`config.mk`:
```
export PLATFORM = sky130hd
export DESIGN_NAME = digit_scan_display
export DESIGN_NICKNAME = d
export VERILOG_FILES = /design/src/rtl/digit_scan_display.sv
export SDC_FILE = /design/constraint.sdc
export NUM_CORES = 1
export LEC_CHECK = 0
export ABC_AREA = 1
export CORE_UTILIZATION = 40
export DETAILED_ROUTE_END_ITERATION = 8
export SLEW_MARGIN = 20
export SYNTH_ARGS = -nofsm -noshare
export SYNTH_HDL_FRONTEND = slang
export SYNTH_SLANG_ARGS = --single-unit
```
`constraint.sdc`:
```
create_clock -name CLK -period 1.45 [get_ports CLK]
set_input_delay 0.145 -clock CLK [delete_from_list [all_inputs] [get_ports CLK]]
set_output_delay 0.145 -clock CLK [all_outputs]
set_load 0.02 [all_outputs]
```
`src/rtl/digit_scan_display.sv`:
```
// Captures ring digits on each STEP edge and scans the last four onto a
// 4-digit common-anode 7-seg display.
//   CLK, RST (sync, active-high), STEP (async level), DIGIT[7:0]
//   SEG[6:0] {g..a} active-low, AN[3:0] active-low, STEP_CNT[7:0]
module digit_scan_display #(
  parameter int unsigned SCAN_DIV = 50000
) (
  input  logic       CLK,
  input  logic       RST,
  input  logic       STEP,
  input  logic [7:0] DIGIT,
  output logic [6:0] SEG,
  output logic [3:0] AN,
  output logic [7:0] STEP_CNT
);

  localparam logic [15:0] TERM = 16'(SCAN_DIV - 1);

  logic            sync1_q, sync1_d;
  logic            sync2_q, sync2_d;
  logic            sync3_q, sync3_d;
  logic [3:0][7:0] slot_q, slot_d;
  logic [3:0]      vld_q, vld_d;
  logic [7:0]      cnt_q, cnt_d;
  logic [15:0]     pre_q, pre_d;
  logic [1:0]      idx_q, idx_d;
  logic            cap;

  function automatic logic [6:0] hex_glyph(input logic [3:0] v);
    logic [6:0] g;
    unique case (v)
      4'h0: g = 7'b1000000;
      4'h1: g = 7'b1111001;
      4'h2: g = 7'b0100100;
      4'h3: g = 7'b0110000;
      4'h4: g = 7'b0011001;
      4'h5: g = 7'b0010010;
      4'h6: g = 7'b0000010;
      4'h7: g = 7'b1111000;
      4'h8: g = 7'b0000000;
      4'h9: g = 7'b0010000;
      4'hA: g = 7'b0001000;
      4'hB: g = 7'b0000011;
      4'hC: g = 7'b1000110;
      4'hD: g = 7'b0100001;
      4'hE: g = 7'b0000110;
      4'hF: g = 7'b0001110;
    endcase
    return g;
  endfunction

  always_comb begin
    sync1_d = STEP;
    sync2_d = sync1_q;
    sync3_d = sync2_q;
    slot_d  = slot_q;
    vld_d   = vld_q;
    cnt_d   = cnt_q;
    pre_d   = pre_q + 16'd1;
    idx_d   = idx_q;

    cap = sync2_q & ~sync3_q;
    if (cap) begin
      slot_d = {slot_q[2:0], DIGIT};
      vld_d  = {vld_q[2:0], 1'b1};
      cnt_d  = cnt_q + 8'd1;
    end

    if (pre_q == TERM) begin
      pre_d = '0;
      idx_d = idx_q + 2'd1;
    end
  end

  always_ff @(posedge CLK) begin
    if (RST) begin
      sync1_q <= 1'b0;
      sync2_q <= 1'b0;
      sync3_q <= 1'b0;
      slot_q  <= '0;
      vld_q   <= '0;
      cnt_q   <= '0;
      pre_q   <= '0;
      idx_q   <= '0;
    end else begin
      sync1_q <= sync1_d;
      sync2_q <= sync2_d;
      sync3_q <= sync3_d;
      slot_q  <= slot_d;
      vld_q   <= vld_d;
      cnt_q   <= cnt_d;
      pre_q   <= pre_d;
      idx_q   <= idx_d;
    end
  end

  // Display path decodes registered state only, so it is glitch-free
  // with respect to the asynchronous STEP input.
  always_comb begin
    logic [7:0] sel;
    sel = slot_q[idx_q];
    SEG = 7'b1111111;
    if (vld_q[idx_q]) begin
      if (sel[7:4] != 4'h0) SEG = 7'b0111111;
      else                  SEG = hex_glyph(sel[3:0]);
    end
  end

  assign AN       = ~(4'b0001 << idx_q);
  assign STEP_CNT = cnt_q;

endmodule
```
== Word level (Yosys, flattened, before mapping) ==
Memory sizes are Yosys's and may differ from the RTL's.
Cells that the tools add are included.
Cells by class
  $add $sub $neg: 3
  magnitude comparators: 1
  equality and inequality tests: 1
  shift-type cells: 1
  multiplexer cells: 6
  bitwise operators: 3
  reductions and logical operators: 2
Operators with widths (number)
  16-bit by 1-bit adder with 16-bit output (second input constant): 1
  8-bit binary-select mux with 2-bit select: 1
  16-bit equality test (second input constant): 1
  7-bit two-way mux: 2
  8-bit by 1-bit adder with 8-bit output (second input constant): 1
  8-bit two-way mux: 1
  4-bit inverter: 1
  4-bit nonzero test: 1
  1-bit by 2-bit << shifter with 4-bit output (first input constant): 1
  2-bit by 3-bit < comparator with 1-bit output (second input constant): 1
  2-bit by 1-bit adder with 2-bit output (second input constant): 1
  1-bit binary-select mux with 2-bit select: 1
  2-bit OR reduction: 1
  1-bit AND: 1
  1-bit two-way mux: 1
  1-bit inverter: 1
Word-level totals
  register bits: 65
  memory bits (read-only): 112
  bits of input ports: 11
  word-level logic and storage cells: 29
  memories: 1
Memories
  (name not given): depth 16, width 7, read ports 1, clocked after memory_dff 0, write ports 0, RTL line 31  | unique case (v)

== Longest topological paths before layout ==
Gate-level depths: netlist (run 1).
  depth in word-level cells: 5
  mapped depth: 12
  gate-level depth less buffers: 11

== Worst setup path before layout (run 1) ==
No wires, ideal clock.
  path kind: reg2out
  start: register idx_q[0]
  end: output port SEG[5]
  data arrival time: 1.552 ns
  data required time: 1.305 ns
  path slack: -0.247 ns
  cell stages (with the launch flop): 12
  path buffers: 1
  path through: dfxtp_1 > inv_2 > buf_6 > nand2_1 > nand3_1 > nand2_2 > inv_1 > ha_1 > nand3_1 > nand2_1 > nand2_1 > nand3_1
On the way
  cells in the longest elaborated chain, start to end: 5
RTL lines
  from (decl): RTL line 26  | logic [1:0] idx_q, idx_d;
  from (signal assigned): RTL line 93  | idx_q <= idx_d;
  8-bit binary-select mux with 2-bit select: RTL line 101  | sel = slot_q[idx_q];
  8-bit two-way mux (implied by the code): RTL line 101
  memory read 16 x 7 bit / 4-bit nonzero test (equally long branches)
  7-bit two-way mux: RTL line 104  | if (sel[7:4] != 4'h0) SEG = 7'b0111111;
  7-bit two-way mux *: RTL line 103  | if (vld_q[idx_q]) begin
  to (decl): RTL line 12  | output logic [6:0] SEG,
Every way passes the cells marked *; elsewhere a longest branch is shown, timed or not. The select of a mux whose other input is x is not followed.

== Worst setup path after layout (run 1) ==
  start: register idx_q[0]
  end: output port SEG[6]
The elaborated chain is that of the path after synthesis.

==> metrics.txt, run 1 <==
status finished, violations left; violated checks negative setup slack; CTS H-Tree Depth 3; Worst EP arrival 1740 ps; Switching Fraction 0.257; port bufs 29; Max IR drop VDD 0.580 mV; RSZ-0062 raised after global routing yes; Hold Crit Class input port to flip-flop; initial cell density of the core 0.421; num ports 30; Die ar. 8620 um2; DP Wirelength 4930 um; FILL cells 756; Placement Setup Slack -599 ps; Least-Margin Pin Slew 303 ps; CTS tree yes; leakage power 1.84 nW; remaining antenna violation count after routing 0; initial antenna violation count 0; max incr delay on CP 380 ps; design area 4520 um2; Seq cells post-synth 65; Slew Limit Fails 0; Setup violations, final 9; ratio of cells with drive above 1 in the final layout 0.310; gpl congestion 0.827; die width 92.8 um; maximum fanout along the worst path 7; number of global-route vias before repair 2,757; drt pass-1 iters 4; Yosys top cell area share 0.394; Synth Cell Area 3300 um2; grt ovf 0; CTS Buf Count 9; Req. time, crit path 1310 ps; Post-Route Setup TNS -2930 ps; crit path from idx_q[0]$_SDFFE_PP0N_; maximum root-to-sink buffer count 2; first-pass GRT wire length 11,800 um; most frequent cell after synthesis nor2_1; Root Driver clkbuf_8; Int Pwr 2.97 mW; ant diodes 0; fmax 531 MHz; net switching power 1.03 mW; Compound-Gate Fraction of Synth Area 0.104; setup ws final -432 ps; Final Hold Viols 0; fraction of power consumed by sequential logic 0.471; Setup crit start kind flip-flop; Final Core Density 0.576; Final Hold Slack 317 ps; element type at the critical path end output pin; CP Cell Sequence buf_4, nand2_1, nand3_2, buf_4, nand3_1, nand2_1, nand3_1, nand2_2, buf_4; core area 7850 um2; Synth Area in Adders 0.0493; Top FF cell, synth dfxtp_1; slowest cell on the critical path dfxtp_4; Final min period 1880 ps; syn avg cell area 7.24 um2; Post-Synth XOR/XNOR Area 0.00531; worst r2r src pre_q[0]$_SDFF_PP0_; layout overhead on the synthesized area 36.9%; Slew Limit Headroom 0.797; Max-cap violations 0; mux contribution to synthesized area 0; DR WL/cell 11.1 um; Max Clock Skew 11.4 ps; sequential area share after synthesis 0.394; number of synthesized flops with an enable pin 0; clk slew on worst S/H paths 80 ps; largest family of logic cells by synthesized area simple AND/OR/NAND/NOR gates; ys async rst share 0; clock group share of total power 0.405; post-synthesis simple-gate area fraction 0.361; Via density 4.72; placed cell areas 4080 um2; Row Count 32; Worst path most repeated cell buf_4; # clock sinks 65; largest net degree at the start of global routing 41; ranking of synthesized cells by area dfxtp_1 (39%), nor2_1 (9.9%), nand2_1 (9.1%); DRT iter0 DRCs 114; Cell Pwr Density 886 nW/um2; syn_nets 480; synth cell count leaders nor2_1 (87), nand2_1 (80), dfxtp_1 (65); Worst Hold Depth 3; reg2reg path depth 6; DRT Wirelength 7060 um; final net count 551; global-route usage over all layers 0.171; Die Ht 92.8 um; via count 2,994; top cell type by total area after synthesis dfxtp_1; Post-Syn Instances 456; worst hold start STEP; CP Class flip-flop to output pin; drt drc 0; Clock Latency Late Sink 340 ps; yosys warns 0; Unique masters post-synth 34; Gate power share 0.124; Tcrit/Tclk final 1.30
## power by group through the flow
stage	clock network [mW]	logic, mW	registers, mW
after floorplan	0	0.282	1.92
after detailed placement	0	0.454	1.93
after global placement	0	0.450	1.92
after global routing	1.74	0.554	1.89
after CTS	1.68	0.488	1.88
final	1.62	0.495	1.88
## final cells by class
type	instances	area (um2)	share of cell area
inverters	47	194	0.0429
well taps	102	128	0.0282
repair buffers	77	712	0.158
clock inverters	5	62.6	0.0138
multi-input cells	327	1960	0.434
clock buffers	11	151	0.0335
flip-flops and latches	65	1310	0.290
## per-layer routing
metal  GRT usage  up-vias  part of all wire
met2       0.301       25              0.51
met5           0        -                 0
met3      0.0452       11             0.024
met1       0.198     1352              0.45
li1            -     1606                 -
met4      0.0615        0             0.013
## kinds of logic after synthesis
family | after synthesis
AOI/OAI and AO/OA | 63
xor gates and xnor gates | 2
adders and majority gates | 13
buffers and inverters | 64
DFF | 65
and+or+nand+nor | 249
## what timing repair did
item                                    4_1_cts  5_1_grt
pin swaps                                     5        3
buffers inserted                              4        2
resized for setup                            94       24
endpoints found under the hold margin         0        0
hold buffers                                  0        0
endpoints found under the setup margin       19       23
## critical path, delay by kind of cell (launching register included)
family                 cells  cell delay [ps]
buffers and inverters      3              500
flip-flops                 1              380
AND/OR/NAND/NOR            6              520
## registers in the layout, indices dropped and copies added, names as in the netlist
name	flops
pre_q	16
sync2_q	1
sync1_q	1
idx_q	2
sync3_q	1
STEP_CNT	8
slot_q	32
vld_q	4
## cells in the final DEF (no fill, tap or decap), types with 2 or more instances in the layout
master	netlist	layout
a21oi_1	14	14
a21oi_2	5	5
buf_12	1	4
buf_4	1	42
buf_6	2	13
clkbuf_8	0	11
clkdlybuf4s50_1	0	10
clkinvlp_4	0	2
dfxtp_1	65	62
dfxtp_4	0	2
dlygate4sd2_1	0	8
ha_1	13	2
ha_2	0	4
ha_4	0	7
inv_1	40	35
inv_2	7	8
inv_6	0	4
nand2_1	80	68
nand2_2	4	13
nand2_4	4	6
nand2_8	1	2
nand3_1	39	23
nand3_2	3	18
nand3_4	3	4
nand4_1	6	6
nor2_1	87	87
nor2_2	7	6
nor2_4	4	5
nor3_1	5	5
nor3_2	2	2
o21ai_0	40	39
o21ai_1	2	3
or2_2	2	2
xnor2_1	2	2
## through the flow
| stage | std cells | power [mW] |
|---|---|---|
| detailed placement | 612 | 2.38 |
| CTS | 632 | 4.06 |
| global route | 634 | 4.18 |
| global placement | 612 | 2.37 |
| finish | 634 | 4.00 |
| floorplan | 456 | 2.20 |
## worst paths after layout
path	endpoint	slack (ps)
worst max register to register	pre_q[14]$_SDFF_PP0_	120
worst min-delay path	sync1_q$_SDFF_PP0_	320
worst min register to register	sync2_q$_SDFF_PP0_	410
worst max-delay path	SEG[6]	-430
Power figures use the tool's default switching activity.
==> run 2, diff against run 1 <==
- SLEW_MARGIN: 20 -> 10
==> results of run 2 <==
The final DEF is identical to that of run 1; final timing and power are the same.
==> run 3, diff against run 2 <==
- ABC_AREA: 1 -> default
- CORE_UTILIZATION: 40 -> 30
- CTS_CLUSTER_SIZE: default -> 20
==> run 3 against run 2 <==
The run still ends with negative setup slack left. First-iteration DRC count shrank 28%. Utilization fell by 12 points. Clock skew decreased by 5.1 ps. Combinational power fell by 40%. Cell count fell by 9.8%. Largest power group unchanged.
==> metrics.txt, run 3 <==
ant diodes 0; Setup crit start kind flip-flop; Row Count 35; most frequent cells in the layout nand2_1 (80), buf_4 (66), dfxtp_1 (58), a21oi_1 (36), nor2_1 (19); Cell Pwr Density 812 nW/um2; FILL cells 932; most common cell after layout, fill and taps aside nand2_1; number of global-route vias before repair 2,604; max reg flops 32; status finished, violations left; Hold Crit Class input port to flip-flop; ys async rst share 0; initial antenna violation count 0; first-pass GRT wire length 11,800 um; remaining antenna violation count after routing 0; max incr delay on CP 570 ps; synth cell count leaders nand2_1 (82), dfxtp_1 (65), a21oi_1 (40); Worst EP arrival 2180 ps; Seq cells post-synth 65; Final Core Density 0.455; Yosys top cell area share 0.441; slowest cell on the critical path mux4_2; Max IR drop VDD 0.436 mV; syn avg cell area 8.50 um2; die width 101 um; num ports 30; CTS Buf Count 9; ranking of synthesized cells by area dfxtp_1 (44%), nand2_1 (10%), a21oi_1 (6.8%); Tcrit/Tclk final 1.61; ratio of cells with drive above 1 in the final layout 0.361; maximum root-to-sink buffer count 2; CP Cell Sequence mux4_2, buf_6, ha_4, mux2_4, nand2_2, o211ai_1, buf_4; Max Clock Skew 6.37 ps; yosys warns 0; Placement Setup Slack -987 ps; drt drc 0; syn_nets 371; leakage power 1.61 nW; Root Driver clkbuf_8; final net count 464; via count 2,595; violated checks negative setup slack; Final min period 2330 ps; maximum fanout along the worst path 5; # clock sinks 65; grt ovf 0; most frequent cell after synthesis nand2_1; Slew Limit Headroom 0.761; number of synthesized flops with an enable pin 0; CP Class flip-flop to output pin; Unique masters post-synth 38; Slew Limit Fails 0; Setup violations, final 28; Via density 4.54; sequential area share after synthesis 0.441; Die ar. 10,200 um2; initial cell density of the core 0.315; drt pass-1 iters 4; Post-Syn Instances 347; placed insts 549; RSZ-0062 raised after global routing yes; fin cells 572; Final Hold Viols 0; layout overhead on the synthesized area 44.4%; Least-Margin Pin Slew 358 ps; global-route usage over all layers 0.147; core area 9370 um2; Max-cap violations 0; largest net degree at the start of global routing 37; Clock Latency Late Sink 340 ps; CTS tree yes; DRT Wirelength 6660 um; DRT iter0 DRCs 82; top cell type by total area after synthesis dfxtp_1; Die Ht 101 um; CTS H-Tree Depth 3; Req. time, crit path 1310 ps; Top reg by flops slot_q; DR WL/cell 11.7 um; element type at the critical path end output pin; setup ws final -878 ps; port bufs 29; clk slew on worst S/H paths 70 ps; DP Wirelength 4530 um; Post-Route Setup TNS -9970 ps; fmax 430 MHz; Top FF cell, synth dfxtp_1; CTS hold repair buffers 0; gpl congestion 0.817; Synth Cell Area 2950 um2
-- run 3: area by class of cell --
cell class	instances	area, um2	area share
Multi-Input combinational cell	248	1700	0.400
Clock buffer	11	151	0.0355
Clock inverter	3	17.5	0.00411
Tap cell	129	161	0.0379
Sequential cell	65	1320	0.309
Inverter	15	58.8	0.0138
Timing Repair Buffer	101	853	0.200
-- run 3: path summary, 6_finish.rpt --
check	depth (start not counted)	slack, ps	end	startpoint
min reg2reg	1	450	sync2_q$_SDFF_PP0_	sync1_q$_SDFF_PP0_
max reg2reg	4	-250	pre_q[6]$_SDFF_PP0_	pre_q[10]$_SDFF_PP0_
max	7	-880	SEG[5]	idx_q[0]$_SDFFE_PP0N_
min	3	360	slot_q[3]$_SDFFE_PP0P_	DIGIT[3]
-- run 3: repair_timing --
action	in CTS	in global routing
buffers inserted	8	1
pin swaps	4	4
endpoints found under the setup margin	36	28
gates cloned	1	0
resized for setup	102	13
-- run 3: critical path: cells and delay by family (launching register included) --
kind / cells / cell delay (ps)
compound gates: 1 / 90
fa+ha+maj: 1 / 160
buf+inv: 2 / 330
flops: 1 / 380
mux: 2 / 830
simple gates: 1 / 60
-- run 3: kinds of logic after synthesis --
| group | Yosys count | synth area share |
|---|---|---|
| buf+inv | 35 | 0.0496 |
| mux | 12 | 0.0670 |
| compound gates | 53 | 0.0988 |
| xor+xnor | 19 | 0.0564 |
| fa+ha+maj | 13 | 0.0551 |
| flops | 65 | 0.441 |
| simple gates | 150 | 0.232 |
-- run 3: per-layer routing --
layer | routed length, um | global-route usage | vias up
li1 | - | - | 1348
met1 | 3200 | 0.184 | 1201
met2 | 3130 | 0.241 | 35
met3 | 230 | 0.0331 | 11
met4 | 102 | 0.0635 | 0
met5 | 0 | 0 | -
-- run 3: through the flow --
step	power, mW	area (um2)	hold slack, ps
after global routing	3.63	4260	352
after floorplan	2.03	3050	273
after detailed placement	2.15	3890	436
after global placement	2.14	3890	424
final	3.46	4260	359
after CTS	3.50	4230	345
-- run 3: power breakdown --
part           switching [mW]  leakage, nW  internal (mW)
registers              0.0177        0.529           1.81
logic                   0.156        0.996          0.143
clock network           0.648       0.0871          0.688
